## src/rtl/dds_voice_bank.sv

```systemverilog
// Multi-voice DDS engine: NVOICE phase accumulators share one adder, visited one slot per cycle.
// Voice waves are mixed over a frame of NVOICE cycles and emitted as one scaled sample.
module dds_voice_bank #(
  parameter int unsigned NVOICE = 4,
  parameter int unsigned ACC_W  = 16,
  parameter int unsigned TUNE_W = 16,
  parameter int unsigned OUT_W  = 12
) (
  input  logic                      clk_i,
  input  logic                      rst_ni,
  input  logic                      ena_i,
  input  logic                      wr_en_i,
  input  logic [$clog2(NVOICE)-1:0] wr_voice_i,
  input  logic [TUNE_W-1:0]         wr_tune_i,
  input  logic [1:0]                wr_mode_i,
  input  logic                      phase_clr_i,
  output logic [OUT_W-1:0]          sample_o,
  output logic                      sample_vld_o
);

  localparam int unsigned SlotW = $clog2(NVOICE);
  localparam int unsigned MixW  = OUT_W + SlotW;
  localparam logic [SlotW-1:0] LastSlot = SlotW'(NVOICE - 1);

  logic [ACC_W-1:0]  acc_q  [NVOICE];
  logic [ACC_W-1:0]  acc_d  [NVOICE];
  logic [TUNE_W-1:0] tune_q [NVOICE];
  logic [TUNE_W-1:0] tune_d [NVOICE];
  logic [1:0]        mode_q [NVOICE];
  logic [1:0]        mode_d [NVOICE];
  logic [SlotW-1:0]  slot_q, slot_d;
  logic [MixW-1:0]   mix_q, mix_d;
  logic [OUT_W-1:0]  sample_q, sample_d;
  logic              vld_q, vld_d;

  logic [ACC_W-1:0] cur_acc;
  logic [1:0]       cur_mode;
  logic [OUT_W-1:0] tri_t;
  logic [OUT_W-1:0] wave;
  logic [MixW-1:0]  mix_sum;

  // Waveform of the current slot, taken from the accumulator value before this cycle's add.
  always_comb begin
    cur_acc  = acc_q[slot_q];
    cur_mode = mode_q[slot_q];
    tri_t    = cur_acc[ACC_W-2 -: OUT_W];
    case (cur_mode)
      2'd1:    wave = cur_acc[ACC_W-1 -: OUT_W];
      2'd2:    wave = {OUT_W{cur_acc[ACC_W-1]}};
      2'd3:    wave = cur_acc[ACC_W-1] ? ~tri_t : tri_t;
      default: wave = '0;
    endcase
    mix_sum = mix_q + MixW'(wave);
  end

  always_comb begin
    acc_d    = acc_q;
    tune_d   = tune_q;
    mode_d   = mode_q;
    slot_d   = slot_q;
    mix_d    = mix_q;
    sample_d = sample_q;
    vld_d    = 1'b0;

    if (ena_i) begin
      acc_d[slot_q] = (cur_mode == 2'd0) ? '0 : cur_acc + ACC_W'(tune_q[slot_q]);
      mix_d         = (slot_q == '0) ? MixW'(wave) : mix_sum;
      if (slot_q == LastSlot) begin
        sample_d = mix_sum[MixW-1:SlotW];
        vld_d    = 1'b1;
        slot_d   = '0;
      end else begin
        slot_d = slot_q + 1'b1;
      end
    end

    // The slot's add above has already consumed the old tune/mode.
    if (wr_en_i && (int'(wr_voice_i) < int'(NVOICE))) begin
      tune_d[wr_voice_i] = wr_tune_i;
      mode_d[wr_voice_i] = wr_mode_i;
    end

    if (phase_clr_i) begin
      for (int k = 0; k < int'(NVOICE); k++) begin
        acc_d[k] = '0;
      end
    end
  end

  always_ff @(posedge clk_i) begin
    if (!rst_ni) begin
      acc_q    <= '{default: '0};
      tune_q   <= '{default: '0};
      mode_q   <= '{default: '0};
      slot_q   <= '0;
      mix_q    <= '0;
      sample_q <= '0;
      vld_q    <= 1'b0;
    end else begin
      acc_q    <= acc_d;
      tune_q   <= tune_d;
      mode_q   <= mode_d;
      slot_q   <= slot_d;
      mix_q    <= mix_d;
      sample_q <= sample_d;
      vld_q    <= vld_d;
    end
  end

  assign sample_o     = sample_q;
  assign sample_vld_o = vld_q;

endmodule
```

## config.mk

```make
export PLATFORM = sky130hd
export DESIGN_NAME = dds_voice_bank
export DESIGN_NICKNAME = d
export VERILOG_FILES = /design/src/rtl/dds_voice_bank.sv
export SDC_FILE = /design/constraint.sdc
export NUM_CORES = 1
export LEC_CHECK = 0
export ABC_AREA = 1
export ABC_CLOCK_PERIOD_IN_PS = 3300
export BUFFER_PORTS_ARGS = -buffer_cell sky130_fd_sc_hd__buf_2
export CAP_MARGIN = 20
export CORE_MARGIN = 10
export CORE_UTILIZATION = 45
export DETAILED_ROUTE_END_ITERATION = 7
export PLACE_DENSITY = 0.72
export SLEW_MARGIN = 15
export SYNTH_ARGS = -nofsm -noshare
export SYNTH_HDL_FRONTEND = slang
export SYNTH_SLANG_ARGS = --single-unit
```

## constraint.sdc

```tcl
create_clock -name clk_i -period 3.3 [get_ports clk_i]
set_input_delay 0.495 -clock clk_i [delete_from_list [all_inputs] [get_ports clk_i]]
set_output_delay 0.495 -clock clk_i [all_outputs]
set_load 0.02 [all_outputs]
```

==> impl_metrics.toml <==
[clock_network]
cts_buffers = 17
clockBufferDepth = 2
cts_max_level = 4
clk_pin_slew_ns = 0.07
clock_latency_ns = 0.44
cts-root-buf = "clkbuf_16"
tritoncts = "done"
postCtsSetupRepairBufs = 0
cts_sinks = 165

[route]
routedWlPerCell_um = 14.8
final_antenna_net_count = 0
drtPass1Iterations = 8
routed_wl_um = 23900
initialDrtViolationCount = 649
viasPerCell = 5.27
drc = 0
vias = 8524

[critical_path]
timing.rr.end = "mix_q[12]"
crit_start = "slot_q[0]"
path_cells = "inv_4 > nand2_1 > nand2_1 > nand2_1 > nand2_1 > nand3_2 > nand3_1 > ha_1 > inv_1 > fa_1 > inv_1 > nand3_1 > nand3_1 > nand2_1 > nand2_1 > nand2_1 > nand2_1 > nand2_1 > nand3_1 > a21oi_1"
cp-end-kind = "flop"
critPathSlowestCell = "fa_1"
regToRegStartpoint = "slot_q[0]"
endpoint = "mix_q[12]"
worst-path-max-fanout = 16
crit_family = "simple AND/OR/NAND/NOR gates"
r2r_cells = 20
cp_slowest_stage_delay_ns = 0.41
critPathKind = "flop to flop"
worst_ep_required_time_ns = 3.59
r2r_slack_ns = 0.28
cp.depth = 20
arrival_ns = 3.31
worst_path_most_repeated_cell = "nand2_1"
worst-path-buf-inv = 3
cp-start-kind = "flop"

[yosys]
synth.most_common_cell = "nand2_1"
synth-main-ff-cell = "dfxtp_1"
synth_edf_count = 0
synth_top_area_cell = "dfxtp_1"
seq_area_frac_synth = 0.375
synth_area_leaders = "dfxtp_1 (38%), nand2_1 (13%), o21ai_0 (10%), a21oi_1 (7.0%), nor2_1 (6.4%)"
syn_area_sq_um = 8800
synth.top_cells.by_count = "nand2_1 (304), o21ai_0 (183), dfxtp_1 (165)"
synth_nets = 1378
synth_seq_cells = 165
synth_top_area_frac = 0.375
synthArstFlopShare = 0
ys.warnings.count = 0
ys_types = 38
avgSynthCellArea_sq_um = 6.67
syn_inst = 1320

[sta]
slew_violations = 0
fin_setup_tns_ns = 0
fmax_mhz = 331
finClkSkew_ns = 0.0118
setup_viol = 0
worstMarginPinSlew_ns = 0.915
grt_setup_unrepaired = "false"
fin_ws_ns = 0.282
period_needed_ns = 3.02
final_hold_viol_count = 0
finalCritPeriodShare = 0.915
max_slew_margin = 0.389

[die]
rows = 51
die_area_sq_um = 25600
fp.dieH_um = 160
die_w_um = 160
start_util = 0.455
core_region_area_sq_um = 19300
ios = 38

[place]
portBuffers = 37
dp.cells = 1586
dp_worst_setup_slack_ns = 0.211
dp_hpwl_um = 16600
gp_congestion = 0.895

[grt]
antenna_found_initial = 1
grt_remaining_overflow = 0
grt_pass1_vias = 7983
grt_max_degree = 78
grt_pass1_wl_um = 39500
track_usage = 0.185

[finish]
fillers = 1937
layoutNonFillerInstCount = 1618
drive_above_1_share = 0.0983
areaGrowthSynthToFinish_pct = 11.9
antenna_cells = 0
fin_nets = 1398

[min_path]
min_path_type = "input port to flop"

[run]
maxCapViolCount = 0

[power_and_ir_drop]
finalPower_mw = 4.95
p_leak_nw = 4.55
ir_drop_mv = 0.315
powerDensity_nw_per_um2 = 503

[status]
outcome = "completed"
[state kept, by name (all words and copies together) (netlist names)]
name / flops
slot_q: 2
tune_q: 64
acc_q: 64
sample_vld_o: 1
mode_q: 8
mix_q: 14
sample_o: 12
[through the flow]
stage,hold WS (ns),util,instance area (sq um)
2_1_floorplan,0.420,-,8800
3_3_place_gp,0.430,0.477,9230
3_5_place_dp,0.438,0.477,9230
4_1_cts,0.314,0.509,9840
5_1_grt,0.320,0.509,9850
6_report,0.318,0.509,9850
[layout make-up]
cell class,count,area (sq um),area share
inverters,113,427,0.0433
clock inverters,14,184,0.0187
well taps,265,332,0.0337
repair buffers,69,429,0.0436
flip-flops and latches,165,3310,0.336
clock buffers,18,429,0.0436
multi-input cells,974,4740,0.481
[worst min-delay path by stage]
stage	startpoint	end	slack, ns	cells after the start
floorplan	tune_q[16]	tune_q[16]	0.42	2
global placement	tune_q[20]	tune_q[20]	0.43	2
detailed placement	tune_q[23]	tune_q[23]	0.44	2
CTS	wr_tune_i[1]	tune_q[33]	0.31	3
global route	wr_tune_i[1]	tune_q[33]	0.32	3
finish	wr_tune_i[1]	tune_q[33]	0.32	3
[per-layer routing]
metal / vias up / track usage / wire [um]
met5: - / 0 / 15
met4: 2 / 0.0476 / 266
met3: 26 / 0.0391 / 1490
met2: 264 / 0.296 / 10800
met1: 3848 / 0.248 / 11300
li1: 4384 / - / -
[cells in the final DEF, fill, tap and decap left out, types with 6 or more instances in the layout]
| cell | netlist | final |
|---|---|---|
| clkbuf_16 | 0 | 17 |
| ha_1 | 31 | 31 |
| or2_2 | 6 | 6 |
| buf_2 | 10 | 37 |
| a21oi_1 | 124 | 124 |
| nor2_1 | 149 | 148 |
| nand3b_1 | 7 | 7 |
| dfxtp_1 | 165 | 164 |
| nand2_1 | 304 | 304 |
| nand3_1 | 97 | 97 |
| inv_8 | 0 | 6 |
| nand2_2 | 9 | 9 |
| nand3_2 | 7 | 7 |
| o22ai_1 | 19 | 19 |
| nor3_1 | 6 | 6 |
| o21ai_0 | 183 | 183 |
| inv_1 | 104 | 104 |
| buf_4 | 8 | 31 |
[report_power, final]
group	leakage (nW)	switching, mW	internal, mW
registers	1.34	0.0401	2.06
clock network	0.304	0.922	1.16
logic	2.90	0.524	0.245
[worst register-to-register path, cell delays in order, from the launching register on]
cell and delay (ns):
dfxtp_4 0.40, inv_4 0.17, nand2_1 0.11, nand2_1 0.07, nand2_1 0.05, nand2_1 0.17, nand3_2 0.20, nand3_1 0.20
ha_1 0.22, inv_1 0.06, fa_1 0.42, inv_1 0.10, nand3_1 0.07, nand3_1 0.12, nand2_1 0.10, nand2_1 0.09
nand2_1 0.07, nand2_1 0.06, nand2_1 0.06, nand3_1 0.07, a21oi_1 0.06
[cells by family after synthesis]
| logic type | Yosys count | share of synthesized area |
|---|---|---|
| buf+inv | 181 | 0.0865 |
| flops | 165 | 0.375 |
| xor+xnor | 4 | 0.00398 |
| compound gates | 341 | 0.201 |
| fa+ha+maj | 33 | 0.0486 |
| simple gates | 596 | 0.285 |
[what timing repair did]
item,4_1_cts,5_1_grt
endpoints found under the setup margin,0,6
resized for setup,0,2
hold buffers,0,0
Note: power is estimated with default switching activity, not from simulation.
